`src/rtl/kb_pkg.sv`:
```
// Shared types and constants for the key-block search controller.
// Candidate stepping touches only the low counter field of the key block.
package kb_pkg;

  localparam int KB_W   = 448;
  localparam int KEY_W  = 128;
  localparam int CTR_W  = 64;
  localparam int TRY_W  = 32;
  localparam int WDOG_W = 10;

  localparam logic [WDOG_W-1:0] WDOG_INIT = 10'd1023;

  typedef enum logic [2:0] {
    ST_IDLE   = 3'd0,
    ST_LAUNCH = 3'd1,
    ST_WAIT   = 3'd2,
    ST_CHECK  = 3'd3,
    ST_FINISH = 3'd4
  } kb_state_e;

  // Low counter wraps on its own; the upper key-block bits never see a carry.
  function automatic logic [KB_W-1:0] next_candidate(input logic [KB_W-1:0] kb);
    return {kb[KB_W-1:CTR_W], kb[CTR_W-1:0] + CTR_W'(1)};
  endfunction

endpackage

```
`src/rtl/kb_search_ctrl_if.sv`:
```
// Handshake bundle between the search controller and the aes_kb engine.
interface kb_search_ctrl_if;
  import kb_pkg::*;

  logic             eng_start;
  logic [KEY_W-1:0] eng_in_buf;
  logic [KB_W-1:0]  eng_kb;
  logic             eng_stall;
  logic [KEY_W-1:0] eng_key;
  logic             eng_valid;
  logic             eng_done;

  modport master (
    output eng_start, eng_in_buf, eng_kb, eng_stall,
    input  eng_key, eng_valid, eng_done
  );

  modport slave (
    input  eng_start, eng_in_buf, eng_kb, eng_stall,
    output eng_key, eng_valid, eng_done
  );

endinterface

```
`src/rtl/kb_watchdog.sv`:
```
// Per-attempt watchdog: loadable 10-bit down-counter that parks at zero.
module kb_watchdog
  import kb_pkg::*;
(
  input  logic clk,
  input  logic rst,
  input  logic load,
  input  logic en,
  output logic zero
);

  logic [WDOG_W-1:0] count;

  always_ff @(posedge clk or negedge rst) begin
    if (!rst) begin
      count <= '0;
    end else if (load) begin
      count <= WDOG_INIT;
    end else if (en && (count != '0)) begin
      count <= count - WDOG_W'(1);
    end
  end

  assign zero = (count == '0);

endmodule

```
`src/rtl/kb_search_ctrl.sv`:
```
// Sequences aes_kb engine attempts over consecutive candidates until a match,
// the attempt limit, a watchdog expiry or an abort ends the search.
module kb_search_ctrl
  import kb_pkg::*;
(
  input  logic             clk,
  input  logic             rst,
  input  logic             start,
  input  logic             abort,
  input  logic             pause,
  input  logic [KEY_W-1:0] in_buf,
  input  logic [KB_W-1:0]  kb_base,
  input  logic [TRY_W-1:0] max_tries,
  output logic             busy,
  output logic             done,
  output logic             found,
  output logic             timeout,
  output logic [KEY_W-1:0] key,
  output logic [KB_W-1:0]  kb_found,
  output logic [TRY_W-1:0] tries,
  kb_search_ctrl_if.master eng
);

  kb_state_e        state;
  logic [TRY_W-1:0] limit;
  logic [TRY_W-1:0] tries_inc;
  logic [KB_W-1:0]  cand;
  logic [KEY_W-1:0] hash;
  logic [KEY_W-1:0] key_q;
  logic             match_q;
  logic             start_q;
  logic             active;
  logic             frozen;
  logic             wd_load;
  logic             wd_en;
  logic             wd_zero;

  assign active    = (state == ST_LAUNCH) || (state == ST_WAIT) || (state == ST_CHECK);
  assign frozen    = active && pause;
  assign tries_inc = tries + TRY_W'(1);
  assign wd_load   = (state == ST_LAUNCH) && !pause && !abort;
  assign wd_en     = (state == ST_WAIT) && !pause && !abort;

  // A due start is held while paused and only escapes on a live cycle.
  assign eng.eng_start  = start_q && !pause && !abort;
  assign eng.eng_stall  = pause;
  assign eng.eng_kb     = cand;
  assign eng.eng_in_buf = hash;

  kb_watchdog u_watchdog (
    .clk  (clk),
    .rst  (rst),
    .load (wd_load),
    .en   (wd_en),
    .zero (wd_zero)
  );

  always_ff @(posedge clk or negedge rst) begin
    if (!rst) begin
      state    <= ST_IDLE;
      busy     <= 1'b0;
      done     <= 1'b0;
      found    <= 1'b0;
      timeout  <= 1'b0;
      key      <= '0;
      kb_found <= '0;
      tries    <= '0;
      limit    <= '0;
      cand     <= '0;
      hash     <= '0;
      key_q    <= '0;
      match_q  <= 1'b0;
      start_q  <= 1'b0;
    end else begin
      done <= 1'b0;
      if (active && abort) begin
        state   <= ST_FINISH;
        done    <= 1'b1;
        found   <= 1'b0;
        timeout <= 1'b0;
        start_q <= 1'b0;
      end else if (!frozen) begin
        case (state)
          ST_IDLE: begin
            if (start) begin
              state   <= ST_LAUNCH;
              busy    <= 1'b1;
              start_q <= 1'b1;
              hash    <= in_buf;
              cand    <= kb_base;
              limit   <= max_tries;
              tries   <= '0;
              found   <= 1'b0;
              timeout <= 1'b0;
            end
          end
          ST_LAUNCH: begin
            start_q <= 1'b0;
            state   <= ST_WAIT;
          end
          ST_WAIT: begin
            if (eng.eng_done) begin
              match_q <= eng.eng_valid;
              key_q   <= eng.eng_key;
              state   <= ST_CHECK;
            end else if (wd_zero) begin
              timeout <= 1'b1;
              done    <= 1'b1;
              state   <= ST_FINISH;
            end
          end
          ST_CHECK: begin
            tries <= tries_inc;
            // A limit of zero is reached only when the 32-bit count wraps.
            if (match_q) begin
              found    <= 1'b1;
              key      <= key_q;
              kb_found <= cand;
              done     <= 1'b1;
              state    <= ST_FINISH;
            end else if (tries_inc == limit) begin
              done  <= 1'b1;
              state <= ST_FINISH;
            end else begin
              cand    <= next_candidate(cand);
              start_q <= 1'b1;
              state   <= ST_LAUNCH;
            end
          end
          ST_FINISH: begin
            busy  <= 1'b0;
            state <= ST_IDLE;
          end
          default: state <= ST_IDLE;
        endcase
      end
    end
  end

endmodule
```
`src/flat_wrapper.sv`:
```
// flat-port wrapper written by rule: the top's interface ports become plain ports
module kb_search_ctrl_flat import kb_pkg::*;
  (clk, rst, start, abort, pause, in_buf, kb_base, max_tries, busy, done, found, timeout, key, kb_found, tries, eng_eng_start, eng_eng_in_buf, eng_eng_kb, eng_eng_stall, eng_eng_key, eng_eng_valid, eng_eng_done);
  kb_search_ctrl_if eng_i ();
  input  logic clk;
  input  logic rst;
  input  logic start;
  input  logic abort;
  input  logic pause;
  input  logic [KEY_W-1:0] in_buf;
  input  logic [KB_W-1:0] kb_base;
  input  logic [TRY_W-1:0] max_tries;
  output logic busy;
  output logic done;
  output logic found;
  output logic timeout;
  output logic [KEY_W-1:0] key;
  output logic [KB_W-1:0] kb_found;
  output logic [TRY_W-1:0] tries;
  output wire logic [$bits(eng_i.eng_start)-1:0] eng_eng_start;
  output wire logic [$bits(eng_i.eng_in_buf)-1:0] eng_eng_in_buf;
  output wire logic [$bits(eng_i.eng_kb)-1:0] eng_eng_kb;
  output wire logic [$bits(eng_i.eng_stall)-1:0] eng_eng_stall;
  input wire logic [$bits(eng_i.eng_key)-1:0] eng_eng_key;
  input wire logic [$bits(eng_i.eng_valid)-1:0] eng_eng_valid;
  input wire logic [$bits(eng_i.eng_done)-1:0] eng_eng_done;
  assign eng_eng_start = eng_i.eng_start;
  assign eng_eng_in_buf = eng_i.eng_in_buf;
  assign eng_eng_kb = eng_i.eng_kb;
  assign eng_eng_stall = eng_i.eng_stall;
  assign eng_i.eng_key = eng_eng_key;
  assign eng_i.eng_valid = eng_eng_valid;
  assign eng_i.eng_done = eng_eng_done;
  kb_search_ctrl u_core (.clk(clk), .rst(rst), .start(start), .abort(abort), .pause(pause), .in_buf(in_buf), .kb_base(kb_base), .max_tries(max_tries), .busy(busy), .done(done), .found(found), .timeout(timeout), .key(key), .kb_found(kb_found), .tries(tries), .eng(eng_i));
endmodule
```
`config.mk`:
```
export PLATFORM = sky130hd
export DESIGN_NAME = kb_search_ctrl_flat
export DESIGN_NICKNAME = d
export VERILOG_FILES = /design/src/rtl/kb_pkg.sv /design/src/rtl/kb_search_ctrl_if.sv /design/src/rtl/kb_watchdog.sv /design/src/rtl/kb_search_ctrl.sv /design/src/flat_wrapper.sv
export SDC_FILE = /design/constraint.sdc
export NUM_CORES = 2
export LEC_CHECK = 0
export BUFFER_PORTS_ARGS = -buffer_cell sky130_fd_sc_hd__buf_2
export CAP_MARGIN = 20
export CELL_PAD_IN_SITES_DETAIL_PLACEMENT = 0
export CELL_PAD_IN_SITES_GLOBAL_PLACEMENT = 1
export CORE_AREA = 2 2 744 746
export CTS_CLUSTER_DIAMETER = 150
export DETAILED_ROUTE_END_ITERATION = 12
export DIE_AREA = 0 0 746 748
export PLACE_DENSITY = 0.38
export SLEW_MARGIN = 30
export SYNTH_ARGS = -nofsm -noshare
export SYNTH_HDL_FRONTEND = slang
export SYNTH_SLANG_ARGS = --single-unit
```
`constraint.sdc`:
```
create_clock -name clk -period 9.37 [get_ports clk]
set_input_delay 1.874 -clock clk [delete_from_list [all_inputs] [get_ports clk]]
set_output_delay 1.874 -clock clk [all_outputs]
set_load 0.01 [all_outputs]
```
Word level (Yosys, flattened, before mapping)
Index checks and enable logic that the tools add are counted.
{"block": "totals", "memories": 0, "reg_bits": 1363, "output_inout_bits": 1190, "wordCells": 111, "latchBits": 0, "in_bits": 743, "rom_bits": 0, "mem_bits_rw": 0}
{"block": "op_classes", "n_bitwise": 3, "div_mod_pow": 0, "eq_ne": 16, "mul": 0, "n_reduce_logical": 33, "n_addsub": 3, "shift": 0, "mux": 40, "magnitude_cmp": 0}
{"op": "$mux 448", "n": 2}
{"op": "$pmux 448 s2", "n": 1}
{"op": "$add 64x1->64 const B", "n": 1}
{"op": "$mux 64", "n": 1}
{"op": "$pmux 32 s2", "n": 1}
{"op": "$add 32x1->32 const B", "n": 1}
{"op": "$eq 32x32->1", "n": 1}
{"op": "$mux 32", "n": 1}
{"op": "$reduce_and 4->1", "n": 6}
{"op": "$mux 3", "n": 7}
{"op": "$mux 10", "n": 2}
{"op": "$mux 1", "n": 19}
{"op": "$reduce_and 5->1", "n": 3}
{"op": "$ne 3x3->1 const B", "n": 4}
{"op": "$pmux 3 s4", "n": 1}
{"op": "$logic_not 10->1", "n": 1}
{"op": "$reduce_bool 10->1", "n": 1}
{"op": "$sub 10x1->10 const B", "n": 1}
{"op": "$logic_and 1x1->1", "n": 9}
{"op": "$ne 2x2->1 const B", "n": 4}
{"op": "$pmux 1 s2", "n": 4}
{"op": "$eq 3x2->1 const B", "n": 2}
{"op": "$ne 3x2->1 const B", "n": 2}
{"op": "$reduce_and 6->1", "n": 1}
{"op": "other kinds (12)", "n": 19}

Depth between registers and ports, before layout
{"block": "depth", "word_depth": 7, "mapped_depth": 14, "depth_no_buf": 10}

Hierarchy
A second synthesis with hierarchy kept.
{"block": "hier_totals", "cells_unflattened": 5977, "hier_area_um2": 54089.4}
{"mod": "kb_search_ctrl", "area_each_um2": 53537.6, "seq_area_each_um2": 33857.5, "cells_each": 5921, "n_inst": 1}
{"mod": "kb_watchdog", "area_each_um2": 551.8, "seq_area_each_um2": 250.2, "cells_each": 56, "n_inst": 1}

Worst setup path before layout
Ideal clock, no wire load.
{"block": "synth_path", "path_kind": "input port to output port", "startpoint": "in abort", "endpoint": "out eng_eng_start", "path_stages": 2, "t_arrival_ps": 2349, "required_ps": 7496, "path_buffers": 0, "slack_ps": 5147, "cell_sequence": "or2_2 > nor2_1"}
{"block": "synth_between", "elab_chain_cells": 2}
{"element": "start, declared", "line": "flat_wrapper.sv:8", "text": "input logic abort;"}
{"element": "$logic_not 1->1", "line": "kb_search_ctrl.sv:45", "text": "assign eng.eng_start = start_q && !pause && !abort;"}
{"element": "$logic_and 1x1->1", "line": "kb_search_ctrl.sv:45"}
{"element": "end, declared", "line": "flat_wrapper.sv:20", "text": "output wire logic [$bits(eng_i.eng_start)-1:0] eng_eng_start;"}
Every way passes these cells.

Worst setup path in the final report
Ends and elaborated chain as after synthesis.

==> out/qor.txt <==
ys flop type -> dfrtp_1
first-pass GRT wire length -> 522000 µm
ANT nets after route -> 0
Layout Skew -> 0.0763 ns
worst path required time -> 7.50 ns
Tot GR Track Use -> 0.140
Power Total -> 25200 µW
I/O Buffers -> 1932
CTS buffer count -> 186
number of global-route vias before repair -> 48200
reg2reg setup slack -> 4.61 ns
Clock Latency Late Sink -> 0.89 ns
dpl hpwl -> 337000 µm
final hold vios -> 0
cts repair resizes -> 0
worst hold start -> u_core.eng.eng_in_buf[19]
Crit path arrival time -> 2.89 ns
Nets -> 7452
routed vias/inst -> 3.34
reg-to-reg startpoint -> u_core.tries[2]
share of cells above drive strength 1 -> 0.443
met1 WL -> 154000 µm
power density over the cells -> 317 nW/µm²
Vias -> 47300
CP endpoint kind -> output pin
fin crit share -> 0.509
Rows -> 273
Fmax -> 210 MHz
Post-CTS Repair Setup Buffers -> 0
root buf cell -> clkbuf_16
DIE AREA -> 558000 µm²
cells on worst reg2reg path -> 9
Iter 0 DRT Violations -> 3198
metal3 WL -> 53700 µm
DRC -> 0
DR top layer -> met5
hold_buf cts -> 0
CP Launch Type -> input pin
final setup fails -> 0
Area growth, synth to finish -> 45.2%
Hold Crit Class -> flop to flop
setup TNS -> 0 ns
Post-Syn Nets -> 5555
Hold Path End -> u_core.eng.eng_in_buf[19]
Final Max Slew Viols -> 0
Starting Density -> 0.0995
io pins -> 1933
register area share after synthesis -> 0.622
met2 wire length -> 180000 µm
Max VDD drop -> 0.154 mV
Async S/R FF share, synth -> 1.00
yosys warns -> 0
Worst-path clk slew -> 0.05 ns
WL per Instance -> 28.6 µm
H-tree Lvls -> 4
kind of critical path -> input pin to output pin
Period minus WS final -> 4.77 ns
outcome -> complete, no violations
final WL -> 406000 µm
die width -> 746 µm
hold depth -> 2
initial antenna violation count -> 223
Worst slew margin -> 0.338
Syn Std Cell Area -> 54800 µm²
crit path max fanout -> 11
Max-Cap Viols -> 0
Mapped Cells -> 4809
clock tree sinks -> 1363
grt total ovfl -> 0
CTS Buffer Depth -> 4
Leakage -> 0.0401 µW
TritonCTS clock tree -> built
Final GP Congestion -> 0.936
RSZ-0062 raised after global routing -> false
number of synthesized register bits -> 1363
Post-synth EDFFs -> 0
chip height -> 748 µm
Mean Syn Cell Area -> 11.4 µm²
worst reg2reg path endpoint -> u_core.eng.eng_kb[61]
DRT Pass-1 Iters -> 8
largest net degree at the start of global routing -> 164
Tightest Pin Transition -> 0.986 ns
Cell variety after synth -> 81
CORE AREA -> 551000 µm²
[layer usage]
| layer | vias to the layer above | track usage |
|---|---|---|
| li1 | 20300 | - |
| met1 | 24000 | 0.157 |
| met2 | 2149 | 0.220 |
| met3 | 668 | 0.0815 |
| met4 | 122 | 0.0485 |
| met5 | - | 0 |
[power by group]
part	switching, µW	leakage (µW)	internal (µW)	total (µW)
Clock	2980	0.00298	4260	7240
Combinational	5540	0.0192	2580	8120
Sequential	2170	0.0179	7720	9890
Total	10700	0.0401	14600	25200
[metrics by stage]
stage | std cells | hold slack [ns] | setup WS [ns] | cell area [µm²] | util
6_report | 14200 | 0.467 | 4.60 | 79600 | 0.145
4_1_cts | 14100 | 0.471 | 4.57 | 79400 | 0.144
3_5_place_dp | 13800 | 0.457 | 4.49 | 73300 | 0.133
5_1_grt | 14100 | 0.487 | 4.33 | 79500 | 0.144
3_3_place_gp | 13800 | 0.454 | 4.55 | 73300 | 0.133
2_1_floorplan | 4809 | 0.465 | 5.15 | 54800 | -
[cell usage after synthesis, types with 4 or more instances]
library cell  instances  area [µm²]
o211ai_1             31         233
clkbuf_1            277        1040
nand3_1             436        2180
or2_2                 8        50.1
buf_2                16        80.1
dfrtp_1            1363       34100
or4_1                14         105
o21a_1                7        52.6
buf_4                 6        45.0
a311oi_1              9        78.8
nor3_1               33         165
a21oi_1              35         175
and3_1               21         131
o22ai_1               9        56.3
nand3b_1              5        37.5
nor2b_1               6        37.5
o32a_1                5        50.1
or3_1                17         106
nor2_1               91         342
xnor2_1              25         219
a211oi_1              7        52.6
mux2_2              709        7980
nor3b_1               5        37.5
nor4_1               18         113
and4_1               15         131
xor2_1               12         105
buf_1                 5        18.8
a31oi_1              21         131
o31ai_1               9        67.6
and2_1               10        62.6
nand2_1            1363        5120
o311ai_0             23         201
nand2b_1              8        50.1
o41ai_1              11        96.3
o21ai_0              63         315
o31a_1                4        35.0
nand4_1              24         150
inv_1                21        78.8
[worst max path at each step]
| stage | startpoint | endpoint | slack, ns | cells after the start |
|---|---|---|---|---|
| after detailed placement | pause | u_core.kb_found[148] | 4.49 | 7 |
| final | abort | eng_eng_start | 4.60 | 4 |
| after global routing | u_core.tries[2] | u_core.eng.eng_kb[61] | 4.33 | 9 |
| after global placement | pause | u_core.kb_found[146] | 4.55 | 7 |
| after CTS | abort | eng_eng_start | 4.57 | 4 |
| after floorplan | abort | eng_eng_start | 5.15 | 2 |
[layout by cell type, fill, tap and decap left out, types with 10 or more instances in the layout]
master,netlist,layout
a21oi_1,35,35
a31oi_1,21,21
and2_1,10,10
and3_1,21,21
and4_1,15,15
buf_12,0,21
buf_2,16,1931
buf_4,6,55
bufinv_16,0,10
clkbuf_1,277,57
clkbuf_16,0,187
clkbuf_8,0,37
clkinv_2,0,22
dfrtp_1,1363,1363
diode_2,0,44
inv_1,21,21
mux2_2,709,709
nand2_1,1363,1363
nand3_1,436,436
nand4_1,24,24
nor2_1,91,88
nor3_1,33,32
nor4_1,18,17
o211ai_1,31,31
o21ai_0,63,63
o311ai_0,23,23
o41ai_1,11,11
or3_1,17,17
or4_1,14,13
xnor2_1,25,25
xor2_1,12,12
[kinds of logic (layout without fill, tap and decap cells)]
| group | after synthesis | count (layout) | synth area share |
|---|---|---|---|
| other | 0 | 44 | 0 |
| AO/OA/AOI/OAI | 270 | 270 | 0.0348 |
| AND/OR/NAND/NOR | 2095 | 2095 | 0.166 |
| buffers and inverters | 328 | 2366 | 0.0235 |
| adder cells (fa/ha/maj) | 3 | 3 | 0.000685 |
| multiplexers | 712 | 712 | 0.146 |
| flip-flops | 1363 | 1363 | 0.622 |
| XOR/XNOR | 38 | 38 | 0.00632 |
[area by class of cell]
type	instances	area, µm²
Antenna cell	44	110
Multi-Input combinational cell	3118	19400
Fill cell	62500	471000
Clock inverter	48	676
Sequential cell	1363	34100
Timing Repair Buffer	2016	10700
Inverter	21	78.8
Tap cell	7287	9120
Clock buffer	281	5400
[sequential cells by signal (all words and copies together), names as in the netlist, 3 cells and up]
register                 count
u_core.eng.eng_in_buf      128
u_core.eng.eng_kb          448
u_core.kb_found            448
u_core.key                 128
u_core.key_q               128
u_core.limit                32
u_core.state                 3
u_core.tries                32
u_core.u_watchdog.count     10
[worst max-delay path, stage by stage]
cell    delay, ns
buf_2        0.17
or2_2        0.36
nor2_1       0.28
buf_2        0.21
Power figures use the tool's default switching activity.
